$ cat src/rtl/clock_display_scan_pkg.sv
// Shared constants and types for the six-digit multiplexed clock display.
package clock_display_scan_pkg;

    localparam int unsigned NUM_DIGITS = 6;
    localparam int unsigned DIGIT_W    = 3;
    localparam int unsigned BCD_W      = 4;
    localparam int unsigned SEG_W      = 7;

    // Active-low segment patterns, bit order {g,f,e,d,c,b,a}
    localparam logic [SEG_W-1:0] SEG_0     = 7'b1000000;
    localparam logic [SEG_W-1:0] SEG_1     = 7'b1111001;
    localparam logic [SEG_W-1:0] SEG_2     = 7'b0100100;
    localparam logic [SEG_W-1:0] SEG_3     = 7'b0110000;
    localparam logic [SEG_W-1:0] SEG_4     = 7'b0011001;
    localparam logic [SEG_W-1:0] SEG_5     = 7'b0010010;
    localparam logic [SEG_W-1:0] SEG_6     = 7'b0000010;
    localparam logic [SEG_W-1:0] SEG_7     = 7'b1111000;
    localparam logic [SEG_W-1:0] SEG_8     = 7'b0000000;
    localparam logic [SEG_W-1:0] SEG_9     = 7'b0010000;
    localparam logic [SEG_W-1:0] SEG_DASH  = 7'b0111111;
    localparam logic [SEG_W-1:0] SEG_BLANK = 7'b1111111;

    typedef struct packed {
        logic [BCD_W-1:0] h1;
        logic [BCD_W-1:0] h0;
        logic [BCD_W-1:0] m1;
        logic [BCD_W-1:0] m0;
        logic [BCD_W-1:0] s1;
        logic [BCD_W-1:0] s0;
    } time_bcd_t;

endpackage

$ cat src/rtl/bcd_to_seg7.sv
// BCD digit to active-low seven-segment decoder; non-decimal codes show a dash.
module bcd_to_seg7
    import clock_display_scan_pkg::*;
(
    input  logic [BCD_W-1:0] bcd,
    output logic [SEG_W-1:0] seg
);

    always_comb begin
        seg = SEG_DASH;
        case (bcd)
            4'd0:    seg = SEG_0;
            4'd1:    seg = SEG_1;
            4'd2:    seg = SEG_2;
            4'd3:    seg = SEG_3;
            4'd4:    seg = SEG_4;
            4'd5:    seg = SEG_5;
            4'd6:    seg = SEG_6;
            4'd7:    seg = SEG_7;
            4'd8:    seg = SEG_8;
            4'd9:    seg = SEG_9;
            default: seg = SEG_DASH;
        endcase
    end

endmodule

$ cat src/rtl/clock_display_scan.sv
// Time-multiplexed HH.MM.SS display scanner with per-frame snapshot,
// anti-ghost blanking and alarm blink.
module clock_display_scan
    import clock_display_scan_pkg::*;
#(
    parameter int unsigned REFRESH_DIV = 1000,
    parameter int unsigned BLANK_CYC   = 50,
    parameter int unsigned BLINK_DIV   = 500000
) (
    input  logic                   clk,
    input  logic                   reset,
    input  logic [1:0]             Hour_in1,
    input  logic [BCD_W-1:0]       Hour_in0,
    input  logic [BCD_W-1:0]       Minute_in1,
    input  logic [BCD_W-1:0]       Minute_in0,
    input  logic [BCD_W-1:0]       Second_in1,
    input  logic [BCD_W-1:0]       Second_in0,
    input  logic                   Alarm,
    output logic [NUM_DIGITS-1:0]  an,
    output logic [SEG_W-1:0]       seg,
    output logic                   dp
);

    localparam int unsigned CNT_W = (REFRESH_DIV > 2) ? $clog2(REFRESH_DIV) : 1;
    localparam int unsigned BLK_W = (BLINK_DIV > 2) ? $clog2(BLINK_DIV) : 1;

    if (REFRESH_DIV < 2) begin : g_bad_refresh_div
        $error("REFRESH_DIV must be 2 or more");
    end
    if (BLANK_CYC >= REFRESH_DIV) begin : g_bad_blank_cyc
        $error("BLANK_CYC must be below REFRESH_DIV");
    end
    if (BLINK_DIV < 2) begin : g_bad_blink_div
        $error("BLINK_DIV must be 2 or more");
    end

    logic [CNT_W-1:0]   slot_cnt;
    logic [DIGIT_W-1:0] digit_idx;
    logic [BLK_W-1:0]   blink_cnt;
    logic               blink_phase;
    time_bcd_t          snap;

    logic               slot_last_c;
    logic               digit_last_c;
    logic               blink_last_c;
    logic               frame_start_c;
    logic               in_blank_c;
    time_bcd_t          live_c;
    time_bcd_t          view_c;
    logic [BCD_W-1:0]   digit_bcd_c;
    logic [SEG_W-1:0]   seg_c;
    logic [NUM_DIGITS-1:0] an_c;
    logic               dp_c;

    assign slot_last_c   = (slot_cnt == CNT_W'(REFRESH_DIV - 1));
    assign digit_last_c  = (digit_idx == DIGIT_W'(NUM_DIGITS - 1));
    assign blink_last_c  = (blink_cnt == BLK_W'(BLINK_DIV - 1));
    assign frame_start_c = (digit_idx == '0) && (slot_cnt == '0);
    assign in_blank_c    = (32'(slot_cnt) < BLANK_CYC);

    // The frame's first slot shows the values being captured, so every slot
    // of a frame (including its very first) sees the same coherent time.
    always_comb begin
        live_c = '{h1: {2'b00, Hour_in1}, h0: Hour_in0, m1: Minute_in1,
                   m0: Minute_in0, s1: Second_in1, s0: Second_in0};
        view_c = frame_start_c ? live_c : snap;
    end

    always_comb begin
        digit_bcd_c = '0;
        case (digit_idx)
            3'd0:    digit_bcd_c = view_c.s0;
            3'd1:    digit_bcd_c = view_c.s1;
            3'd2:    digit_bcd_c = view_c.m0;
            3'd3:    digit_bcd_c = view_c.m1;
            3'd4:    digit_bcd_c = view_c.h0;
            3'd5:    digit_bcd_c = view_c.h1;
            default: digit_bcd_c = '0;
        endcase
    end

    bcd_to_seg7 u_dec (
        .bcd (digit_bcd_c),
        .seg (seg_c)
    );

    always_comb begin
        an_c = '1;
        if (!in_blank_c && !blink_phase) begin
            an_c = ~(NUM_DIGITS'(1) << digit_idx);
        end
        dp_c = !(((digit_idx == 3'd2) || (digit_idx == 3'd4)) && !view_c.s0[0]);
    end

    always_ff @(posedge clk) begin
        if (reset) begin
            slot_cnt    <= '0;
            digit_idx   <= '0;
            blink_cnt   <= '0;
            blink_phase <= 1'b0;
            snap        <= '0;
            an          <= '1;
            seg         <= SEG_BLANK;
            dp          <= 1'b1;
        end else begin
            if (slot_last_c) begin
                slot_cnt  <= '0;
                digit_idx <= digit_last_c ? '0 : digit_idx + DIGIT_W'(1);
            end else begin
                slot_cnt  <= slot_cnt + CNT_W'(1);
            end

            if (frame_start_c) begin
                snap <= live_c;
            end

            // Blink runs only while the alarm is up; dropping it clears at once
            if (Alarm) begin
                if (blink_last_c) begin
                    blink_cnt   <= '0;
                    blink_phase <= ~blink_phase;
                end else begin
                    blink_cnt   <= blink_cnt + BLK_W'(1);
                end
            end else begin
                blink_cnt   <= '0;
                blink_phase <= 1'b0;
            end

            an  <= an_c;
            seg <= seg_c;
            dp  <= dp_c;
        end
    end

endmodule
$ cat config.mk
export PLATFORM = sky130hd
export DESIGN_NAME = clock_display_scan
export DESIGN_NICKNAME = d
export VERILOG_FILES = /design/src/rtl/clock_display_scan_pkg.sv /design/src/rtl/bcd_to_seg7.sv /design/src/rtl/clock_display_scan.sv
export SDC_FILE = /design/constraint.sdc
export NUM_CORES = 1
export LEC_CHECK = 0
export CORE_ASPECT_RATIO = 0.8
export CORE_MARGIN = 5
export CORE_UTILIZATION = 35
export CTS_BUF_LIST = sky130_fd_sc_hd__clkbuf_16
export DETAILED_ROUTE_END_ITERATION = 8
export DONT_BUFFER_PORTS = 1
export PLACE_DENSITY_LB_ADDON = 0.12
export SETUP_SLACK_MARGIN = 0.05
export SYNTH_ARGS = -nofsm -noshare
export SYNTH_HDL_FRONTEND = slang
export SYNTH_HIERARCHICAL = 1
export SYNTH_SLANG_ARGS = --single-unit
$ cat constraint.sdc
create_clock -name clk -period 3.1 [get_ports clk]
set_input_delay 0.93 -clock clk [delete_from_list [all_inputs] [get_ports clk]]
set_output_delay 0.93 -clock clk [all_outputs]
set_load 0.01 [all_outputs]
Word-level counts from Yosys, hierarchy flattened
Memory sizes are Yosys's and may differ from the RTL's. A register that Yosys moved wholly into a read port is not among the register bits. Index checks and enable logic that the tools add are counted.

Register bits after elaboration: 64. ROM bits: 112. Memories: 1.

Memories: (name not given) (depth 16, bits a word 7, rd ports 1, clocked after memory_dff 1, wr ports 0, line bcd_to_seg7.sv:11) `case (bcd)`.

Add/subtract/negate cells: 3. Magnitude comparators: 1. Equality and inequality tests: 7. Shifts and indexed selects: 1. Mux-type cells: 3. Bitwise gates (word level): 4. Reduce and logical (&&, ||, !) cells: 14.

Operators by type and width (count): 2-to-1 mux 24 bit (1); one-hot mux 4 bit (6 select lines) (1); adder 19 x 1 -> 19 bit, second input constant (1); == test 19 bit, second input constant (1); adder 10 x 1 -> 10 bit, second input constant (1); == test 10 bit, second input constant (1); logical NOT 10 bit (1); less-than comparator 10 x 6 -> 1 bit, second input constant (1); == test 3 x 2 -> 1 bit, second input constant (2); == test 3 bit, second input constant (2); inverter 6 bit (1); OR reduction 2 bit (3); << shifter 1 x 3 -> 6 bit, first input constant (1); logical NOT 1 bit (4); adder 3 x 1 -> 3 bit, second input constant (1); == test 3 x 1 -> 1 bit, second input constant (1); logical AND 1 bit (3); logical NOT 3 bit (1); 2-to-1 mux 3 bit (1); inverter 1 bit (3); OR reduction 3 bit (1); logical OR 1 bit (1).

Longest topological paths before layout
Depth in word-level cells: 6. Gate-level depth with buffers: 12. Depth with buffers taken out: 10.

Cells and area by module
Netlist, hierarchy kept.

By module, submodules not included: clock_display_scan (times used 1, cells each 321, area each 3002.9 sq um, sequential area each 1421.4 sq um); bcd_to_seg7 (times used 1, cells each 31, area each 224.0 sq um, sequential area each 0.0 sq um).

Worst setup path after synthesis
OpenSTA, ideal clock, no wires.

Path type: reg2reg. Start point: register digit_idx[0]. End point: register seg[3]. Arrival: 2.393 ns. Slack: 0.583 ns. Stages on the path, launching flop included: 13. Cell sequence: dfxtp_1 -> buf_1 -> and2_1 -> ha_1 -> buf_1 -> a21oi_1 -> mux2i_1 -> a211o_1 -> inv_1 -> ha_1 -> and3b_1 -> a21oi_1 -> or2_2.

Longest elaborated chain between the ends: 4. Elaborated cells between the ends (all ways): 9. Those cells by class: eq/ne (5); mux (2); reduce/logical (2).

RTL lines: start, declared (line clock_display_scan.sv:38) `logic [DIGIT_W-1:0] digit_idx;`; start signal, assigned (line clock_display_scan.sv:108) `digit_idx <= digit_last_c ? '0 : digit_idx + DIGIT_W'(1);`; logical NOT 3 bit (line clock_display_scan.sv:58, clock_display_scan.sv:71); logical AND 1 bit (line clock_display_scan.sv:58) `assign frame_start_c = (digit_idx == '0) && (slot_cnt == '0);`; 2-to-1 mux 24 bit; one-hot mux 4 bit (6 select lines) (*) (line clock_display_scan.sv:71) `case (digit_idx)`; via digit_bcd_c[1] (line clock_display_scan.sv:50) `logic [BCD_W-1:0] digit_bcd_c;`; end, declared (line clock_display_scan.sv:20) `output logic [SEG_W-1:0] seg,`.

Mark *: on every way through the listed nets, which the timed path passes. The rest lies on a longest branch. A chain may end at the register's enable or synchronous reset.

Worst setup path in the final report
Start point: register slot_cnt[6]. End point: register seg[3].

Longest elaborated chain between the ends: 4.

RTL lines: start, declared (line clock_display_scan.sv:37) `logic [CNT_W-1:0] slot_cnt;`; start signal, assigned (line clock_display_scan.sv:110) `slot_cnt <= slot_cnt + CNT_W'(1);`; logical NOT 10 bit (line clock_display_scan.sv:58); logical AND 1 bit (line clock_display_scan.sv:58); 2-to-1 mux 24 bit; one-hot mux 4 bit (6 select lines) (line clock_display_scan.sv:71); via digit_bcd_c[1] (line clock_display_scan.sv:50).

The timed path passes the listed nets, and every way through them passes these cells.

==> results.yml <==
outcome:
  result_of_the_run: "finished, final reports clean"
placement:
  detailed_place_hpwl_um: 4630
  gp_congestion: 0.807
  dp_worst_setup_slack_ns: 0.390
  port-buffer-count: 0
  post_dp_cell_area_mm2: 0.00332
clocking:
  insertion_delay_ns: 0.33
  number_of_levels_in_the_clock_h_tree: 3
  tritoncts: "done"
  setup_fix_buffers_added_after_clock_tree_synthesis: 0
  cts-resized-gates: 0
  clock-root-buffer: "sky130_fd_sc_hd__clkbuf_16"
  numCtsBuffers: 9
  worst_setup_hold_path_clk_slew_ns: 0.05
  cts.sinks: 71
  max-clock-path-buffers: 2
  total_of_hold_buffers_inserted_after_clock_tree_synthesis: 0
global_route:
  grt_first_pass_wirelength_um: 11000
  number_of_antenna_violations_at_the_first_check_in_global_routing: 0
  global_route.usage.total_pct: 12.3
  grt_remaining_overflow: 0
  grt_pass1_vias: 2271
  grt_max_degree: 41
layout:
  final_cell_mix: "sky130_fd_sc_hd__dfxtp_1, sky130_fd_sc_hd__nor2_1, sky130_fd_sc_hd__mux2i_1"
  post-route-cell-area_mm2: 0.00360
  syn2layout_area_growth_pct: 11.7
  most_frequent_standard_cell_in_the_layout_excluding_fill_and_tap_cells: "sky130_fd_sc_hd__dfxtp_1"
  antenna_cells: 0
  num-nets-final: 385
  layout-drive-gt1-share_pct: 8.71
timing:
  rsz0062_at_grt: "no"
  post-route-min-period_ns: 2.73
  finalMaxSlewViolations: 0
  max-slew-margin-rel_pct: 47.4
  hold_slack_ns: 0.434
  hold_viol: 0
  achievable-frequency_mhz: 366
  timing.clock.skew_ns: 0.00542
  fin_tns_setup_ns: 0
  min_period_over_period_pct: 88.1
  setup_viol_count_final: 0
  setup_slack_ns: 0.368
  tightest_slew_ns: 0.789
logic_synthesis:
  synth-xor-area-share_pct: 6.24
  synth-main-ff-cell: "sky130_fd_sc_hd__dfxtp_1"
  yosysSeqAreaShare_pct: 44.0
  postSynthNetCount: 386
  synthMuxAreaShare_pct: 9.93
  synthAdderAreaFrac_pct: 3.49
  synth-edff-count: 0
  yosys_register_bits: 71
  synth.cell_area_mm2: 0.00323
  synth_top_family_by_area: "simple AND/OR/NAND/NOR gates"
  yosys_warnings: 6
  synth_compound_gate_area_share_pct: 8.45
  synth_cell_type_count: 46
  synth_simple_gate_area_share_pct: 23.8
  synthesis.area_per_instance_um2: 9.17
  synth_async_sr_flop_share_pct: 0
  synthesis.instances: 352
drt:
  detail_route.drc_violations: 0
  met1Wirelength_um: 3190
  viasPerCell: 4.93
  met2RoutedLength_um: 2780
  drt_pass1_iterations: 5
  route.detailed.wl_per_inst_um: 13.7
  drt_iter0_markers: 83
  postRouteWirelength_um: 6470
  ant_nets: 0
  route.vias.total: 2322
  top_signal_layer_used: "met4"
  dr_wl_met3_um: 392
setup_path:
  timing.reg2reg.worst_path_depth: 10
  r2r-start: "slot_cnt[6]"
  critical_path.reg2reg.endpoint: "seg[3]"
  critPathArrivalTime_ns: 2.95
  timing.critical_path.required_ns: 3.31
  worst-r2r-setup-slack_ns: 0.37
  timing.setup.critical_path_class: "flop to flop"
  timing.critical_path.to: "seg[3]"
  worstPathMaxFanout: 28
  timing.critical_path.from: "slot_cnt[6]"
  setup_crit_start_kind: "flop"
  critical_path.endpoint_type: "flop"
floorplanning:
  design.die.area_mm2: 0.0113
  fp.dieW_um: 117
  initial_core_util_pct: 35.7
  ioPinCount: 39
  core_mm2: 0.00904
  fp.dieH_um: 95.9
  rows: 31
power_and_ir_drop:
  sw_frac_of_total_pct: 23.1
  cellInternalPower_mw: 1.67
  irDropWorstVdd_mv: 0.349
  total_power_mw: 2.18
  powerDensity_mw_per_mm2: 604
  power.sequential.fraction_pct: 45.8
  power.combinational.fraction_pct: 9.6
  switching_power_uw: 504
  power.static_leakage_nw: 1.37
  power.share.clock_pct: 44.6
run:
  max-cap-violations: 0
worst_hold_path:
  worst_hold_path_type: "flop to flop"
## cells in the mapped netlist (5+ instances only)
library cell / count / area share, %
sky130_fd_sc_hd__xor2_1: 5 / 1.4
sky130_fd_sc_hd__xnor2_1: 18 / 4.9
sky130_fd_sc_hd__a21oi_1: 13 / 2.0
sky130_fd_sc_hd__or2_2: 8 / 1.6
sky130_fd_sc_hd__clkbuf_1: 7 / 0.81
sky130_fd_sc_hd__inv_1: 13 / 1.5
sky130_fd_sc_hd__dfxtp_1: 71 / 44
sky130_fd_sc_hd__nand2_1: 18 / 2.1
sky130_fd_sc_hd__nand4_1: 8 / 1.6
sky130_fd_sc_hd__nand2b_1: 5 / 0.97
sky130_fd_sc_hd__nor4_1: 7 / 1.4
sky130_fd_sc_hd__ha_1: 9 / 3.5
sky130_fd_sc_hd__nand3_1: 12 / 1.9
sky130_fd_sc_hd__nor2b_1: 6 / 1.2
sky130_fd_sc_hd__nor3_1: 8 / 1.2
sky130_fd_sc_hd__nor2_1: 57 / 6.6
sky130_fd_sc_hd__mux2i_1: 32 / 9.9
## critical path: stages, from the launching register on
cell and delay [ns]:
sky130_fd_sc_hd__dfxtp_1 0.34, sky130_fd_sc_hd__nor4_1 0.47, sky130_fd_sc_hd__nand4_1 0.18, sky130_fd_sc_hd__buf_4 0.31, sky130_fd_sc_hd__mux2i_1 0.20, sky130_fd_sc_hd__a211o_1 0.23, sky130_fd_sc_hd__inv_1 0.11, sky130_fd_sc_hd__ha_1 0.30
sky130_fd_sc_hd__and3b_1 0.15, sky130_fd_sc_hd__a21oi_1 0.04, sky130_fd_sc_hd__or2_2 0.27
## power by group through the flow
stage	Combinational [mW]	Clock [mW]	Sequential, mW
floorplan	0.192	0	1.01
global placement	0.207	0	1.02
detailed placement	0.210	0	1.02
CTS	0.211	1.01	0.997
global route	0.238	1.06	1.00
finish	0.209	0.970	0.996
## final cells by class
cell class | instances | area [um2]
clock buffer | 9 | 225
clock inverter | 7 | 58.8
fill | 917 | 5430
inverter | 13 | 48.8
multi-input combinational | 252 | 1680
sequential | 71 | 1420
tap | 115 | 144
timing repair buffer | 4 | 30.0
## routing by layer
metal  vias to the layer above  GRT usage, %
met2                        32          19.2
met4                         0          4.93
met5                         -             0
li1                       1219             -
met1                      1061          15.3
met3                        10          4.99
## through the flow
step	std cells	utilization (%)
global route	471	39.9
finish	471	39.9
floorplan	352	-
global placement	455	36.7
CTS	471	39.9
detailed placement	455	36.7
## cell families after synthesis
logic type                 after synthesis
adders and majority gates                9
DFF                                     71
xor gates and xnor gates                23
buffers and inverters                   29
AOI/OAI and AO/OA                       39
and+or+nand+nor                        149
muxes                                   32
## worst min-delay path by stage
stage,from,to,slack (ns),depth (start not counted)
6_report,digit_idx[2],an[5],0.43,1
5_1_grt,digit_idx[2],an[5],0.47,1
4_1_cts,digit_idx[2],an[5],0.44,1
3_5_place_dp,digit_idx[2],an[5],0.43,1
3_3_place_gp,digit_idx[2],an[5],0.43,1
2_1_floorplan,slot_cnt[0],slot_cnt[0],0.44,1
## state kept, by name, indices dropped and copies added (netlist names)
register and count:
an 6, slot_cnt 10, blink_phase 1, blink_cnt 19, snap 24, digit_idx 3, seg 7, dp 1
(Power assumes the default switching activity.)
==> patch 1: new RTL, same flow settings <==
The package constant `SEG_W` goes from 7 to 14.
--- a/src/rtl/clock_display_scan_pkg.sv
+++ b/src/rtl/clock_display_scan_pkg.sv
@@ -5,5 +5,5 @@
     localparam int unsigned DIGIT_W    = 3;
     localparam int unsigned BCD_W      = 4;
-    localparam int unsigned SEG_W      = 7;
+    localparam int unsigned SEG_W      = 14;
 
     // Active-low segment patterns, bit order {g,f,e,d,c,b,a}
Ports: changed (resized seg); port bits go from 39 to 46. The function was not compared with the original's and may differ.
==> patch 1 against the original RTL <==
  * Synthesized area up 6.1%
  * Count of clock-buffer cells in the layout unchanged
  * Global-route usage up 0.67 points
  * Worst setup slack worse by 91 ps
  * Largest power group unchanged
  * Highest routed layer unchanged
  * Hold slack better by 11 ps
  * Wire length up 13%
  * Clock skew up 1.6 ps
  * Sequential cell count up 7
  * Maximum frequency down 3.2%
  * Non-clock buffer count up 5
  * Power up 9.3%
  * Critical path type unchanged
  * Final area up 6.1%
==> patch 1: results (changes against the original RTL) <==
# resized after CTS -> 0 (unchanged)
Synth top area cells -> dfxtp_1, nand2_1, xnor2_1, nor2_1, a21oi_1
Initial DRC count -> 117 (+41%)
Worst Hold Class -> reg2reg
Number of flip-flops in the largest register -> 24 (unchanged)
Via count of the routed design -> 2538 (+9.3%)
Hold Path End -> snap[17]$_SDFF_PP0_
Hold Crit Start -> snap[17]$_SDFF_PP0_
First-pass GRT wire length -> 12200 um (+10%)
Highest-delay cell along the critical path -> and4_1
Wirelength per Cell -> 14.1 um (+2.3%)
Routability-driven placement congestion ratio -> 0.817 (+1.2%)
Post-CTS Setup Bufs -> 0 (unchanged)
Critical R2R Capture -> seg[2]$_SDFF_PP1_
Slowest stage delay, CP -> 400 ps (-70 ps)
FF-to-FF Start -> slot_cnt[0]$_SDFF_PP0_
Final net count -> 429 (+11%)
Area of the multi-input gates -> 1690 sq um (+0.82%)
PortBufs -> 0 (unchanged)
Largest regs -> snap (24), blink_cnt (19), seg (14)
CP top delay family -> simple AND/OR/NAND/NOR gates
H-Tree Depth -> 3 (unchanged)
Unique masters post-synth -> 51 (+11%)
Run status -> finished clean
# diodes -> 0 (unchanged)
Worst slack at placement -> 288 ps (-103 ps)
Met2 WL post-DR -> 2970 um (+7.0%)
EDFF count, synth -> 0 (unchanged)
Reg2Reg Depth -> 9 (-1)
CP Data Arrival Time -> 3050 ps (+100 ps)
Reg-to-reg setup timing slack -> 280 ps (-90 ps)
Static Leak -> 1.36 nW (-0.54%)
Most frequent cells after synthesis -> dfxtp_1, nand2_1, nor2_1
Worst vdd ir -> 266 uV (-24%)
Synth area leader -> dfxtp_1
Worst Skew -> 7.05 ps (+1.63 ps)
Worst skew pair latency -> 330 ps (about the same)
Longest Clk Path Bufs -> 2 (unchanged)
TritonRoute pass-1 iters -> 4 (-1)
M1 WL -> 3860 um (+21%)
Placed wire-length estimate -> 5250 um (+13%)
Top sig layer -> met4
Fill count -> 960 (+4.7%)
Clock buffer count from CTS -> 9 (unchanged)
Most flops, register -> snap
Layout cells sized above 1 -> 8.00% (-0.71 points)
Syn. warnings -> 6 (unchanged)
Aggregate global-route resource usage -> 13.0% (+0.67 points)
Antenna violations before repair -> 0 (unchanged)
Hold path cells -> 2 (+1)
Synth async-reset ratio -> 0% (unchanged)
WL met3 -> 359 um (-8.4%)
Vias in the first global route -> 2378 (+4.7%)
Sequential element share of the synthesized area -> 45.6% (+1.5 points)
Slew headroom -> 48.9% (+1.5 points)
Clock Pin Slew Worst Setup and Hold Paths -> 60 ps
CTS Root Buffer Type -> clkbuf_16
Crit path max fanout -> 10 (-64%)
Largest net degree at the start of global routing -> 48 (+17%)
==> patch 1: changes by cell type in the layout (fill, tap and decap cells not counted), moves of 4 or more <==
cell,delta
a21oi_1,+16
conb_1,+7
dfxtp_1,+7
nor2_1,-17
buf_4,+5
mux2i_1,-22
nand2_1,+40
nor2b_1,+4
==> patch 1: per-layer routing <==
| layer | track usage (%) | up-vias |
|---|---|---|
| li1 | - | 1326 |
| met3 | 4.13 | 9 |
| met1 | 18.6 | 1147 |
| met2 | 18.1 | 56 |
| met4 | 4.97 | 0 |
| met5 | 0 | - |
==> patch 1: report_power, final <==
part | internal (mW) | switching (mW) | leakage, nW
combinational | 0.0900 | 0.117 | 0.572
sequential | 1.05 | 0.0355 | 0.638
clock | 0.692 | 0.391 | 0.153
==> patch 1: cell type report <==
| class | instances | area share, % |
|---|---|---|
| clock buffer | 9 | 5.89 |
| clock inverter | 7 | 2.09 |
| inverter | 14 | 1.37 |
| multi-input combinational | 283 | 44.2 |
| sequential | 78 | 40.8 |
| tap | 119 | 3.89 |
| timing repair buffer | 9 | 1.77 |
==> patch 1: worst register-to-register path: cells and delay by family (launching register included) <==
kind            cells  cell delay (ps)
compound gates      2              510
buf+inv             1               70
mux                 1              310
fa+ha+maj           1              160
simple gates        4             1320
flops               1              340
==> patch 1: worst max-delay path by stage <==
stage | from | to | slack (ps) | cells past startpoint
6_report | slot_cnt[0]$_SDFF_PP0_ | seg[2]$_SDFF_PP1_ | 280 | 9
5_1_grt | slot_cnt[0]$_SDFF_PP0_ | seg[5]$_SDFF_PP1_ | 60 | 11
4_1_cts | slot_cnt[0]$_SDFF_PP0_ | seg[2]$_SDFF_PP1_ | 290 | 9
3_5_place_dp | slot_cnt[0]$_SDFF_PP0_ | seg[2]$_SDFF_PP1_ | 290 | 9
3_3_place_gp | slot_cnt[0]$_SDFF_PP0_ | seg[2]$_SDFF_PP1_ | 430 | 11
2_1_floorplan | slot_cnt[0]$_SDFF_PP0_ | seg[3]$_SDFF_PP1_ | 490 | 12
==> patch 1: logic make-up (layout without fill, tap and decap cells) <==
group,Yosys count,count (layout),share of synthesized area (%)
AOI/OAI and AO/OA,54,54,9.57
xor gates and xnor gates,24,24,6.14
adders and majority gates,9,9,3.29
buffers and inverters,40,39,5.70
DFF,78,78,45.6
muxes,10,10,2.92
other,1,7,0.110
and+or+nand+nor,179,179,26.7
==> patch 1: per-stage QoR <==
step / power (mW) / instances / hold WS [ps] / instance area (sq um)
2_1_floorplan: 1.28 / 401 / 430 / 3450
3_3_place_gp: 1.32 / 503 / 435 / 3520
3_5_place_dp: 1.32 / 503 / 440 / 3520
4_1_cts: 2.41 / 519 / 447 / 3830
5_1_grt: 2.49 / 519 / 462 / 3830
6_report: 2.38 / 519 / 446 / 3830
==> patch 2: new RTL, config.mk and constraints unchanged <==
Made on the original files. The output `an` loses its register stage (`an` becomes a continuous assignment).
--- a/src/rtl/clock_display_scan.sv
+++ b/src/rtl/clock_display_scan.sv
@@ -100,5 +100,4 @@
             blink_phase <= 1'b0;
             snap        <= '0;
-            an          <= '1;
             seg         <= SEG_BLANK;
             dp          <= 1'b1;
@@ -128,5 +127,4 @@
             end
 
-            an  <= an_c;
             seg <= seg_c;
             dp  <= dp_c;
@@ -134,3 +132,5 @@
     end
 
+    assign an = an_c;
+
 endmodule
Behaviour: same outputs for any inputs over 10 cycles, from zero or initial values and one cycle with reset high; that may be too few to reach the edited logic, so the function may still have changed.
==> patch 2 against the original RTL <==
  * Count of clock-buffer cells in the layout unchanged
  * Synthesized cell count up 6.3%
  * Wire length up 5.0%
  * Worst setup slack worse by 72 ps
  * Final area down 2.8%
  * Synthesized area down 3.9%
  * Power up 0.87%
  * Sequential cell count down 6
  * Register-to-register slack better by 100 ps
  * Cell count up 3.2%
  * Sequential power down 8.2%
==> patch 2: results (changes against the original RTL) <==
Initial DRC count -> 110 (+33%)
Synth top area cells -> dfxtp_1, nand2_1, a21oi_1, xnor2_1, nor2_1
Reg power frac -> 41.6% (-4.2 points)
CP top delay family -> compound AO/OA/AOI/OAI gates
Routed Wire Length -> 6800 um (+5.0%)
Run status -> finished clean
Critical Path Sink -> an[1]
Reg2Reg Depth -> 8 (-2)
Adder-cell area share of the yosys netlist -> 3.63% (+0.14 points)
Post-DP Area -> 3180 sq um (-4.1%)
Routability-driven placement congestion ratio -> 0.740 (-8.4%)
Aggregate global-route resource usage -> 13.3% (+1.0 points)
Hold Path End -> snap[13]$_SDFF_PP0_
Most frequent cells after synthesis -> dfxtp_1, nand2_1, nor2_1
NetSw -> 0.526 mW (+4.5%)
Crit path max fanout -> 9 (-68%)
Slew headroom -> 49.0% (+1.7 points)
Clk pwr -> 1.09 mW (+12%)
Worst Skew -> 7.17 ps (+1.75 ps)
FF-to-FF Start -> digit_idx[0]$_SDFFE_PP0P_
Critical path origin -> slot_cnt[3]$_SDFF_PP0_
Syn_area_per_cell -> 8.29 sq um (-9.5%)
Hold path cells -> 2 (+1)
Vias in the first global route -> 2291 (+0.88%)
Worst vdd ir -> 307 uV (-12%)
Fin cells -> 486 (+3.2%)
Final net count -> 403 (+4.7%)
Static Leak -> 1.27 nW (-7.4%)
Syn_nets -> 408 (+5.7%)
Largest net degree at the start of global routing -> 42 (+2.4%)
## patch 2: cell types whose count changed in the layout (fill, tap and decap cells not counted), moves of 5 or more
cell,unedited run,this run
dfxtp_1,71,65
nand2_1,18,61
a21oi_1,13,33
nor2_1,57,37
inv_1,17,12
mux2i_1,32,10
## patch 2: cells by family after synthesis
logic type | count (synthesis)
AO/OA/AOI/OAI | 59
XOR/XNOR | 24
adder cells (fa/ha/maj) | 9
buffers and inverters | 32
flip-flops | 65
multiplexers | 10
AND/OR/NAND/NOR | 175
## patch 2: area by class of cell
class	instances	area (sq um)
clock inverter	7	95.1
sequential	65	1300
timing repair buffer	4	30.0
fill	900	5050
multi-input combinational	277	1670
clock buffer	9	225
inverter	12	45.0
tap	112	140
## patch 2: layer usage
layer	global-route usage [%]	vias to the layer above
met5	0	-
met4	4.11	0
met3	5.99	11
met2	18.4	45
met1	18.3	1122
li1	-	1269
